===== config.mk =====
export PLATFORM = sky130hd
export DESIGN_NAME = uart_tx_cfg
export DESIGN_NICKNAME = d
export VERILOG_FILES = /design/src/rtl/uart_pkg.sv /design/src/rtl/uart_baud_tick.sv /design/src/rtl/uart_tx_cfg.sv
export SDC_FILE = /design/constraint.sdc
export NUM_CORES = 1
export LEC_CHECK = 0
export BUFFER_PORTS_ARGS = -buffer_cell sky130_fd_sc_hd__buf_2
export CAP_MARGIN = 20
export CORE_MARGIN = 4
export CORE_UTILIZATION = 56
export CTS_CLUSTER_DIAMETER = 50
export CTS_CLUSTER_SIZE = 40
export DETAILED_ROUTE_END_ITERATION = 12
export HOLD_SLACK_MARGIN = 0.06
export PLACE_DENSITY = 0.83
export SLEW_MARGIN = 20
export SYNTH_ARGS = -nofsm -noshare
export SYNTH_HDL_FRONTEND = slang
export SYNTH_SLANG_ARGS = --single-unit

===== constraint.sdc =====
create_clock -name clk -period 2 [get_ports clk]
set_clock_uncertainty 0.15 [all_clocks]
set_input_delay 0.1 -clock clk [delete_from_list [all_inputs] [get_ports clk]]
set_output_delay 0.1 -clock clk [all_outputs]
set_load 0.02 [all_outputs]

===== src/rtl/uart_pkg.sv =====
// ============================================================================
// Module      : uart_pkg
// Description : Shared UART state encoding, parameter legality limits and a
//               counter-width helper.
// Revision    : 1.0 - initial release
// ============================================================================
`default_nettype none

package uart_pkg;

    typedef enum logic [4:0] {
        IDLE   = 5'b00001,
        START  = 5'b00010,
        DATA   = 5'b00100,
        PARITY = 5'b01000,
        STOP   = 5'b10000
    } state_t;

    localparam int CLKS_PER_BIT_MIN = 1;
    localparam int CLKS_PER_BIT_MAX = 65535;
    localparam int DATA_BITS_MIN    = 5;
    localparam int DATA_BITS_MAX    = 9;
    localparam int STOP_BITS_MIN    = 1;
    localparam int STOP_BITS_MAX    = 2;

    // Width of a down-counter holding values 0..n-1, never narrower than 1.
    function automatic int cnt_width(input int n);
        return (n > 1) ? $clog2(n) : 1;
    endfunction

endpackage

`default_nettype wire


===== src/rtl/uart_baud_tick.sv =====
// ============================================================================
// Module      : uart_baud_tick
// Description : Per-bit down-counter; tick marks the last cycle of a bit period
//               and the counter reloads on tick or on an explicit reload.
// Revision    : 1.0 - initial release
// ============================================================================
`default_nettype none

module uart_baud_tick
    import uart_pkg::*;
#(
    parameter int CLKS_PER_BIT = 2
) (
    input  logic clk,
    input  logic rst,
    input  logic reload,
    output logic tick
);

    localparam int                c_cnt_w  = cnt_width(CLKS_PER_BIT);
    localparam logic [c_cnt_w-1:0] c_reload = c_cnt_w'(CLKS_PER_BIT - 1);

    logic [c_cnt_w-1:0] cnt_q;
    logic [c_cnt_w-1:0] cnt_d;

    assign tick = (cnt_q == '0);

    always_comb begin
        cnt_d = cnt_q - c_cnt_w'(1);
        if (reload || tick) begin
            cnt_d = c_reload;
        end
    end

    always_ff @(posedge clk or posedge rst) begin
        if (rst) begin
            cnt_q <= '0;
        end else begin
            cnt_q <= cnt_d;
        end
    end

endmodule

`default_nettype wire


===== src/rtl/uart_tx_cfg.sv =====
// ============================================================================
// Module      : uart_tx_cfg
// Description : Configurable UART transmitter (start, LSB-first data, optional
//               parity, 1-2 stop bits). Parity is built only when the macro
//               UART_TX_PARITY_EN is defined.
// Revision    : 1.0 - initial release
// ============================================================================
`default_nettype none

module uart_tx_cfg
    import uart_pkg::*;
#(
    parameter int CLKS_PER_BIT = 2,
    parameter int DATA_BITS    = 8,
    parameter int STOP_BITS    = 1,
    parameter int PARITY_ODD   = 0
) (
    input  logic                 clk,
    input  logic                 rst,
    input  logic                 send,
    input  logic [DATA_BITS-1:0] data,
    output logic                 tx,
    output logic                 busy,
    output logic                 tx_done
);

    localparam int                 c_bit_w     = cnt_width(DATA_BITS);
    localparam logic [c_bit_w-1:0] c_last_data = c_bit_w'(DATA_BITS - 1);
    localparam logic [c_bit_w-1:0] c_last_stop = c_bit_w'(STOP_BITS - 1);

    generate
        if (CLKS_PER_BIT < CLKS_PER_BIT_MIN || CLKS_PER_BIT > CLKS_PER_BIT_MAX ||
            DATA_BITS < DATA_BITS_MIN || DATA_BITS > DATA_BITS_MAX ||
            STOP_BITS < STOP_BITS_MIN || STOP_BITS > STOP_BITS_MAX ||
            PARITY_ODD < 0 || PARITY_ODD > 1) begin : g_bad_params
            $error("uart_tx_cfg: parameter out of legal range");
        end
    endgenerate

    state_t               state_q, state_d;
    state_t               state;
    logic [DATA_BITS-1:0] shift_q, shift_d;
    logic [c_bit_w-1:0]   bit_cnt_q, bit_cnt_d;
    logic                 tick;
`ifdef UART_TX_PARITY_EN
    logic                 parity_q, parity_d;
`endif

    assign state = state_q;
    assign busy  = (state != IDLE);

    uart_baud_tick #(
        .CLKS_PER_BIT (CLKS_PER_BIT)
    ) u_baud_tick (
        .clk    (clk),
        .rst    (rst),
        .reload (state_d != state),
        .tick   (tick)
    );

    always_comb begin
        state_d   = state;
        shift_d   = shift_q;
        bit_cnt_d = bit_cnt_q;
`ifdef UART_TX_PARITY_EN
        parity_d  = parity_q;
`endif
        tx        = 1'b1;
        tx_done   = 1'b0;
        case (state)
            IDLE: begin
                if (send) begin
                    shift_d   = data;
                    bit_cnt_d = '0;
`ifdef UART_TX_PARITY_EN
                    parity_d  = (^data) ^ 1'(PARITY_ODD);
`endif
                    state_d   = START;
                end
            end
            START: begin
                tx = 1'b0;
                if (tick) begin
                    state_d = DATA;
                end
            end
            DATA: begin
                tx = shift_q[0];
                if (tick) begin
                    shift_d = shift_q >> 1;
                    if (bit_cnt_q == c_last_data) begin
                        bit_cnt_d = '0;
`ifdef UART_TX_PARITY_EN
                        state_d   = PARITY;
`else
                        state_d   = STOP;
`endif
                    end else begin
                        bit_cnt_d = bit_cnt_q + c_bit_w'(1);
                    end
                end
            end
`ifdef UART_TX_PARITY_EN
            PARITY: begin
                tx = parity_q;
                if (tick) begin
                    state_d = STOP;
                end
            end
`endif
            STOP: begin
                if (tick) begin
                    if (bit_cnt_q == c_last_stop) begin
                        tx_done = 1'b1;
                        state_d = IDLE;
                    end else begin
                        bit_cnt_d = bit_cnt_q + c_bit_w'(1);
                    end
                end
            end
            default: begin
                state_d = IDLE;
            end
        endcase
    end

    always_ff @(posedge clk or posedge rst) begin
        if (rst) begin
            state_q   <= IDLE;
            shift_q   <= '0;
            bit_cnt_q <= '0;
`ifdef UART_TX_PARITY_EN
            parity_q  <= 1'b0;
`endif
        end else begin
            state_q   <= state_d;
            shift_q   <= shift_d;
            bit_cnt_q <= bit_cnt_d;
`ifdef UART_TX_PARITY_EN
            parity_q  <= parity_d;
`endif
        end
    end

endmodule

`default_nettype wire


==> results of run 1 <==
## Yosys cell counts
cell | n | area [µm²]
nor4_2 | 1 | 12.5
conb_1 | 1 | 3.75
mux2_4 | 1 | 15.0
a311oi_2 | 1 | 15.0
o21ai_0 | 14 | 70.1
or2_2 | 1 | 6.26
dfrtp_1 | 16 | 400
nand3b_1 | 3 | 22.5
buf_6 | 3 | 33.8
nand2_2 | 1 | 6.26
xor2_1 | 1 | 8.76
and3_1 | 1 | 6.26
o21a_1 | 1 | 7.51
and3b_1 | 1 | 8.76
and2_1 | 1 | 6.26
nand2b_1 | 3 | 18.8
buf_2 | 3 | 15.0
inv_1 | 5 | 18.8
nor3_1 | 4 | 20.0
nor3_2 | 1 | 10.0
nor2_2 | 2 | 12.5
mux2i_1 | 9 | 90.1
dfstp_2 | 1 | 26.3
nand2_1 | 17 | 63.8
o221a_4 | 1 | 20.0
o21ai_2 | 1 | 8.76
ha_1 | 3 | 37.5
o211ai_1 | 3 | 22.5
a21oi_1 | 1 | 5.00
xnor2_1 | 1 | 8.76
or3_1 | 1 | 6.26
a2111oi_0 | 1 | 8.76
nand3_1 | 1 | 5.00
o22ai_1 | 1 | 6.26
a31oi_1 | 1 | 6.26
nor2_1 | 5 | 18.8
nor2b_1 | 2 | 12.5
a22oi_1 | 1 | 7.51
nor3b_1 | 1 | 7.51
## layout make-up
| cell class | instances | share of cell area, % |
|---|---|---|
| multi-input cells | 88 | 46.4 |
| flip-flops and latches | 17 | 33.8 |
| repair buffers | 24 | 13.7 |
| well taps | 25 | 2.48 |
| clock buffers | 4 | 2.08 |
| inverters | 5 | 1.49 |
## report_power, final
part / switching (mW) / leakage [nW] / total (mW) / internal [mW]
Clock: 0.108 / 0.0150 / 0.185 / 0.0775
Combinational: 0.0774 / 0.358 / 0.157 / 0.0794
Sequential: 0.0532 / 0.215 / 0.447 / 0.394
Total: 0.239 / 0.588 / 0.790 / 0.551
## worst reg2reg max path, stage by stage, from the launching register on
cell and delay [ns]:
dfrtp_1 0.63, inv_1 0.17, a311oi_2 0.29, o221a_4 0.25, mux2_4 0.30
## cells by family after synthesis
| family | count (synthesis) | synth area share [%] |
|---|---|---|
| buffers and inverters | 11 | 6.26 |
| and+or+nand+nor | 46 | 22.6 |
| other | 1 | 0.347 |
| AOI/OAI and AO/OA | 26 | 16.5 |
| muxes | 10 | 9.73 |
| adders and majority gates | 3 | 3.48 |
| DFF | 17 | 39.5 |
| xor gates and xnor gates | 2 | 1.62 |
## placed cells by master (no fill, tap or decap), types with 4 or more instances in the layout
cell	count
buf_2	13
dfrtp_1	16
dlygate4sd3_1	10
inv_1	5
mux2i_1	9
nand2_1	17
nor2_1	5
nor3_1	4
o21ai_0	14
## worst max-delay path by stage
stage          cells after the start  slack [ns]  startpoint           end
2_1_floorplan                      4        0.38    state[1]  bit_cnt_q[2]
3_3_place_gp                       4        0.22    state[2]  bit_cnt_q[2]
3_5_place_dp                       4        0.15    state[2]  bit_cnt_q[2]
4_1_cts                            4        0.14    state[2]  bit_cnt_q[2]
5_1_grt                            4        0.03    state[2]  bit_cnt_q[2]
6_report                           4        0.12    state[2]  bit_cnt_q[2]
## layer usage
| layer | global-route usage, % | up-vias |
|---|---|---|
| met4 | 4.37 | 0 |
| met2 | 33.1 | 21 |
| met3 | 3.72 | 2 |
| li1 | - | 448 |
| met5 | 0 | - |
| met1 | 24.5 | 426 |
## through the flow
step	instance area [µm²]	instances
6_report	1260	163
5_1_grt	1260	163
4_1_cts	1260	163
3_5_place_dp	1130	149
3_3_place_gp	1130	149
2_1_floorplan	1080	116
## state kept, by name, indices dropped and copies added, names as in the netlist
| signal | cells |
|---|---|
| bit_cnt_q | 3 |
| shift_q | 8 |
| u_baud_tick.cnt_q | 1 |
| state | 5 |
## timing repair
| action | 4_1_cts | 5_1_grt |
|---|---|---|
| setup endpoints to repair | 0 | 0 |
| hold buffers | 10 | 0 |
| hold endpoints to repair | 25 | 0 |
==> results.toml, run 1 <==
[status]
status = "completed"

[synth]
syn_nets = 130
synth_cell_types = 39
ys_ff_latch = 17
synth_area_um2 = 1080
syn_inst = 116
syn_area_per_cell_um2 = 9.31
yosysSeqAreaShare_pct = 39.5
ys.warnings.count = 0

[clock_tree]
cts_made_buffers = 3
cts-resized-gates = 0
clk_latency_ns = 0.29
clock-root-buffer = "clkbuf_4"
post_cts_buffers = 0
htreeDepth = 1
cts_tree = "built"
clock-sinks = 17
clockBufferDepth = 2
path_clk_slew_ns = 0.10

[detailed_routing]
vias = 897
drc = 0
firstDrtPassIters = 4
wl_met2_um = 1170
ant_nets = 0
drt-met1-wl_um = 1000
vias_per_cell = 5.50
wl_met3_um = 87
topRoutingLayerUsed = "met4"
drtIter0Drc = 14
drt-total-wl_um = 2270
wl_per_cell_um = 13.9

[timing]
worst_pin_slew_ns = 0.624
finalSetupTns_ns = 0
finalHoldViolations = 0
period_share_pct = 94.2
setup_viol = 0
layout_min_cycle_time_ns = 1.88
slew_viol_final = 0
hold_ws_ns = 0.269
relSlewSlack_pct = 58.4
rsz0062_at_grt = "no"
finalWorstSetupSlack_ns = 0.115
max_freq_mhz = 531

[worst_hold_path]
hp-class = "in2async"

[setup_path]
end_kind = "flip-flop"
startpoint_type = "flip-flop"
max_stage_delay_ns = 0.63
arrival_ns = 1.92
slowest_stage = "dfrtp_1"
r2r_start = "state[2]"
crit_fanout = 13
worst-path-buf-inv = 1
crit_required_ns = 2.03
crit_type = "reg2reg"
crit_family = "flip-flops"
reg2reg_slack_ns = 0.12
r2r-end = "bit_cnt_q[2]"
crit_chain = "inv_1 > a311oi_2 > o221a_4 > mux2_4"
r2r_cells = 4

[placement]
place_congestion = 0.830
pre_cts_slack_ns = 0.146
port_buffers = 13
dp_hpwl_um = 1490

[cells_and_area]
fill_cells = 123
drive_above_1_share_pct = 20.3
area_growth_pct = 16.8
diodes = 0
fin_nets = 153
fin_util_pct = 70.7
multi_input_area_um2 = 586
register_area_um2 = 427

[grt]
grt_pass1_vias = 875
grt_max_degree = 18
grt_overflow = 0
grt_first_pass_wirelength_um = 3870
antenna_found_initial = 0
gr-usage-all-layers_pct = 19.1

[power_and_ir_drop]
peakVddDrop_uv = 525
p_leak_nw = 0.588
total_power_mw = 0.790
pwr_density_cell_nw_per_um2 = 626

[floorplan]
start_util_pct = 60.6
rows = 15
io_pins = 14
die_y_um = 51.9
die-area_um2 = 2690
design.core.area_um2 = 1780
die_width_um = 51.9

[run]
drv_cap = 0
(Power assumes the default switching activity.)
==> run 2: changes to the inputs <==
--- a/config.mk
+++ b/config.mk
@@ -8,13 +8,15 @@
 export BUFFER_PORTS_ARGS = -buffer_cell sky130_fd_sc_hd__buf_2
 export CAP_MARGIN = 20
 export CORE_MARGIN = 4
-export CORE_UTILIZATION = 56
+export CORE_UTILIZATION = 55
 export CTS_CLUSTER_DIAMETER = 50
 export CTS_CLUSTER_SIZE = 40
 export DETAILED_ROUTE_END_ITERATION = 12
 export HOLD_SLACK_MARGIN = 0.06
-export PLACE_DENSITY = 0.83
+export PLACE_DENSITY = 0.82
 export SLEW_MARGIN = 20
 export SYNTH_ARGS = -nofsm -noshare
 export SYNTH_HDL_FRONTEND = slang
+export SYNTH_HIERARCHICAL = 1
 export SYNTH_SLANG_ARGS = --single-unit
+export TNS_END_PERCENT = 100
==> results.toml, run 2 <==
[status]
status = "completed"

[grt]
gr-usage-all-layers_pct = 19.6
grt_pass1_vias = 831
grt_overflow = 0
antenna_found_initial = 0
grt_first_pass_wirelength_um = 3730
grt_max_degree = 17

[cells_and_area]
largest_register_ffs = 8
final_cell_area_um2 = 1310
fill_cells = 114
largest-register = "shift_q"
area_growth_pct = 31.5
layout_common_cells = "13 x dfrtp_1, 13 x buf_2, 11 x dlygate4sd3_1"
multi_input_area_um2 = 553
register_area_um2 = 430
drive_above_1_share_pct = 42.9
stdcell_count = 144
diodes = 0
fin_nets = 134

[synth]
yosysMostFrequentCell = "dfrtp_1"
synth-main-ff-cell = "dfrtp_1"
ys.warnings.count = 6
syn_nets = 99
ys_ff_latch = 17
yosys.area.top_type_share_pct = 40.2
synth_common_cells = "16 x dfrtp_1, 10 x inv_1, 8 x mux2_2"
syn_area_per_cell_um2 = 11.7
syn_inst = 85
synth_edf_count = 0
async_flop_share_pct = 100
synth_cell_types = 34
synth_area_um2 = 997
yosysSeqAreaShare_pct = 42.8
ys_top_cells_by_area = "dfrtp_1 40%, mux2_4 11%, mux2_2 9.0%"
yosys.area.top_type = "dfrtp_1"

[floorplan]
rows = 15
design.core.area_um2 = 1730
die_y_um = 50.6
start_util_pct = 57.8
io_pins = 14
die-area_um2 = 2560
die_width_um = 50.6

[setup_path]
crit_cells = 5
r2r_cells = 5
startpoint_type = "flip-flop"
crit_chain = "nor4_4 > nand2_2 > buf_6 > o21a_1 > buf_2"
crit_type = "reg2out"
crit_fanout = 10
max_stage_delay_ns = 0.46
reg2reg_slack_ns = 0.08
r2r_start = "state[4]"
worst-path-buf-inv = 2
crit_start = "state[4]"
r2r-end = "shift_q[3]"
crit_required_ns = 1.75
arrival_ns = 1.71
end_kind = "output pin"
crit_family = "flip-flops"
slowest_stage = "dfrtp_2"
cp-endpoint = "tx"

[timing]
slew_viol_final = 0
max_freq_mhz = 509
setup_viol = 0
worst_pin_slew_ns = 0.621
hold_ws_ns = 0.258
period_share_pct = 98.1
layout_min_cycle_time_ns = 1.96
relSlewSlack_pct = 58.5
finalSetupTns_ns = 0
finalHoldViolations = 0

[detailed_routing]
drt-total-wl_um = 2430
vias_per_cell = 5.66
vias = 815
wl_per_cell_um = 16.9
drtIter0Drc = 20
drc = 0
ant_nets = 0
firstDrtPassIters = 4

[power_and_ir_drop]
peakVddDrop_uv = 417
pwr_density_cell_nw_per_um2 = 637
p_leak_nw = 0.609

[clock_tree]
clock-root-buffer = "clkbuf_4"
clock-sinks = 17
htreeDepth = 1
clockBufferDepth = 2
path_clk_slew_ns = 0.11
clk_latency_ns = 0.31
cts_tree = "built"
cts_made_buffers = 3

[worst_hold_path]
hp-class = "in2async"

[placement]
port_buffers = 13
place_congestion = 0.897
place_inst = 127
dp_hpwl_um = 1480
place_area_um2 = 1120

[run]
drv_cap = 0
[run 2: cells by family (layout without fill, tap and decap cells)]
group | after synthesis | count (layout) | share of synthesized area [%]
buf+inv | 11 | 45 | 4.89
flops | 17 | 17 | 42.8
xor+xnor | 1 | 1 | 0.878
other cells | 1 | 1 | 0.376
compound gates | 12 | 12 | 8.91
simple gates | 23 | 23 | 16.7
fa+ha+maj | 3 | 3 | 3.76
mux | 17 | 17 | 21.7
[run 2: final cells by class]
cell class                      instances  area share, %
Tap cell                               25           2.39
Timing Repair Buffer                   31           17.7
Clock inverter                          1          0.382
Inverter                               10           2.86
Multi-Input combinational cell         57           42.2
Sequential cell                        17           32.8
Clock buffer                            3           1.72
[run 2: worst min path at each step]
stage	from	end	slack [ns]	cells after the start
floorplan	rst	u_baud_tick/cnt_q	-0.32	1
global placement	rst	u_baud_tick/cnt_q	-0.21	2
detailed placement	rst	u_baud_tick/cnt_q	-0.20	2
CTS	rst	state[1]	0.29	3
global route	rst	shift_q[7]	0.32	3
finish	rst	shift_q[7]	0.26	3
[run 2: power by group]
part,switching (mW),internal [mW],leakage [nW]
combinational,0.0785,0.111,0.385
clock,0.121,0.0747,0.0177
sequential,0.0461,0.403,0.206
total,0.246,0.589,0.609
[run 2: tightest hold or removal path, stage by stage]
cell and delay [ns]:
dlygate4sd3_1 0.53, buf_2 0.12, inv_1 0.45
[run 2: through the flow]
stage / power [mW] / util (%) / worst slack [ns]
2_1_floorplan: 0.557 / - / 0.153
3_3_place_gp: 0.597 / 64.9 / 0.0877
3_5_place_dp: 0.609 / 64.9 / 0.0117
4_1_cts: 0.813 / 73.3 / 0.00409
5_1_grt: 0.870 / 75.9 / -0.00980
6_report: 0.835 / 75.9 / 0.0371
[run 2: repair_timing]
item | in CTS | in global routing
setup buffers | 1 | 1
endpoints found under the setup margin | 7 | 11
gates cloned | 0 | 0
gates resized for setup | 0 | 8
pin swaps | 1 | 1
hold endpoints to repair | 25 | 0
hold buffers | 11 | 0
[run 2: metal layers]
layer	wire length [µm]	GRT usage, %	up-vias	part of all wire [%]
li1	-	-	373	-
met1	977	23.2	385	40
met2	1240	34.3	48	51
met3	147	4.15	9	6.0
met4	72	8.07	0	3.0
met5	0	0	-	0
==> run 3: changes to the inputs <==
--- a/config.mk
+++ b/config.mk
@@ -7,7 +7,7 @@
 export LEC_CHECK = 0
 export BUFFER_PORTS_ARGS = -buffer_cell sky130_fd_sc_hd__buf_2
 export CAP_MARGIN = 20
-export CORE_MARGIN = 4
+export CORE_MARGIN = 5
 export CORE_UTILIZATION = 55
 export CTS_CLUSTER_DIAMETER = 50
 export CTS_CLUSTER_SIZE = 40
==> results.toml, run 3 (synthesis gave the netlist of run 2 again) <==
[floorplan]
design.core.area_um2 = 1730
die_width_um = 52.6
rows = 15
start_util_pct = 57.8
io_pins = 14
die-area_um2 = 2760
die_y_um = 52.6

[cells_and_area]
largest-register = "shift_q"
stdcell_count = 146
drive_above_1_share_pct = 40.5
final_cell_area_um2 = 1340
fin_util_pct = 77.5
area_growth_pct = 34.1
diodes = 0
largest_register_ffs = 8
layout_common_cells = "15 x dfrtp_1, 13 x mux2_4, 12 x buf_2"
fin_nets = 136
final_common_cell = "dfrtp_1"

[timing]
finalSetupTns_ns = -0.240
finalHoldViolations = 0
period_share_pct = 102
hold_ws_ns = 0.269
setup_viol = 8
finalWorstSetupSlack_ns = -0.0490
relSlewSlack_pct = 59.0
worst_pin_slew_ns = 0.614
max_freq_mhz = 488
slew_viol_final = 0
layout_min_cycle_time_ns = 2.05
rsz0062_at_grt = "yes"

[placement]
pre_cts_slack_ns = 0.0146
place_inst = 128
place_congestion = 0.878
place_area_um2 = 1130
port_buffers = 13
dp_hpwl_um = 1500

[grt]
grt_use_met3_pct = 2.85
antenna_found_initial = 0
grt_max_degree = 17
grtUsageMet1_pct = 21.0
met2_usage_pct = 30.4
gr-usage-all-layers_pct = 18.0
grt_overflow = 0
grt.busiest_layer = "met2"
grt_pass1_vias = 821
grt_first_pass_wirelength_um = 3590

[detailed_routing]
drt-total-wl_um = 2520
drtIter0Drc = 16
ant_nets = 0
wl_per_cell_um = 17.3
vias = 803
vias_per_cell = 5.50
drc = 0
firstDrtPassIters = 4

[status]
status = "finished with violations"
violations = "setup timing"

[setup_path]
end_kind = "flip-flop"
startpoint_type = "flip-flop"
crit_required_ns = 2.05
crit_type = "reg2reg"
arrival_ns = 2.10
crit_fanout = 8
r2r_cells = 5

[run]
drv_cap = 0

[clock_tree]
clockBufferDepth = 2
clock-root-buffer = "clkbuf_4"
htreeDepth = 1
cts_tree = "built"
clk_latency_ns = 0.31
cts_made_buffers = 3
clock-sinks = 17
path_clk_slew_ns = 0.10

[power_and_ir_drop]
p_leak_nw = 0.641
peakVddDrop_uv = 401
pwr_density_cell_nw_per_um2 = 642
total_power_mw = 0.859

[worst_hold_path]
hp-class = "in2async"
## run 3: cell count changes in the layout (fill, tap and decap cells not counted), sizes merged
cell  change
buf       +2
## run 3: timing repair
action                     CTS  global route
hold buffers                11             0
buffers inserted             0             3
gates resized for setup      0            12
setup endpoints to repair    3             9
hold endpoints to repair    25             0
pin swaps                    0             3
## run 3: report_power, final
part | total [mW] | internal [mW] | leakage (nW) | switching [mW]
clock | 0.194 | 0.0748 | 0.0177 | 0.119
sequential | 0.450 | 0.403 | 0.208 | 0.0466
combinational | 0.215 | 0.132 | 0.415 | 0.0831
## run 3: area by class of cell
type	instances	area (µm²)
Clock buffer	3	22.5
Clock inverter	1	5.00
Fill cell	109	389
Inverter	10	37.5
Multi-Input combinational cell	57	557
Sequential cell	17	428
Tap cell	25	31.3
Timing Repair Buffer	33	256
## run 3: path summary, 6_finish.rpt
check | startpoint | end | slack (ns)
min in group clk | u_baud_tick/cnt_q | u_baud_tick/cnt_q | 0.31
max reg2reg | state[1] | shift_q[0] | -0.05
min reg2reg | u_baud_tick/cnt_q | u_baud_tick/cnt_q | 0.31
max | state[1] | shift_q[0] | -0.05
min | rst | shift_q[1] | 0.27
max in group asynchronous | rst | state[1] | 1.00
## run 3: worst max-delay path, cell delays in order, from the launching register on
cell and delay (ns):
dfrtp_2 0.47, nor4_4 0.38, nand2_2 0.14, buf_6 0.15
o2bb2ai_4 0.31, mux2_4 0.35
## run 3: metal layers
| metal | wire [µm] | vias up |
|---|---|---|
| met3 | 86 | 5 |
| met1 | 1050 | 401 |
| met5 | 0 | - |
| li1 | - | 377 |
| met2 | 1330 | 20 |
| met4 | 51 | 0 |
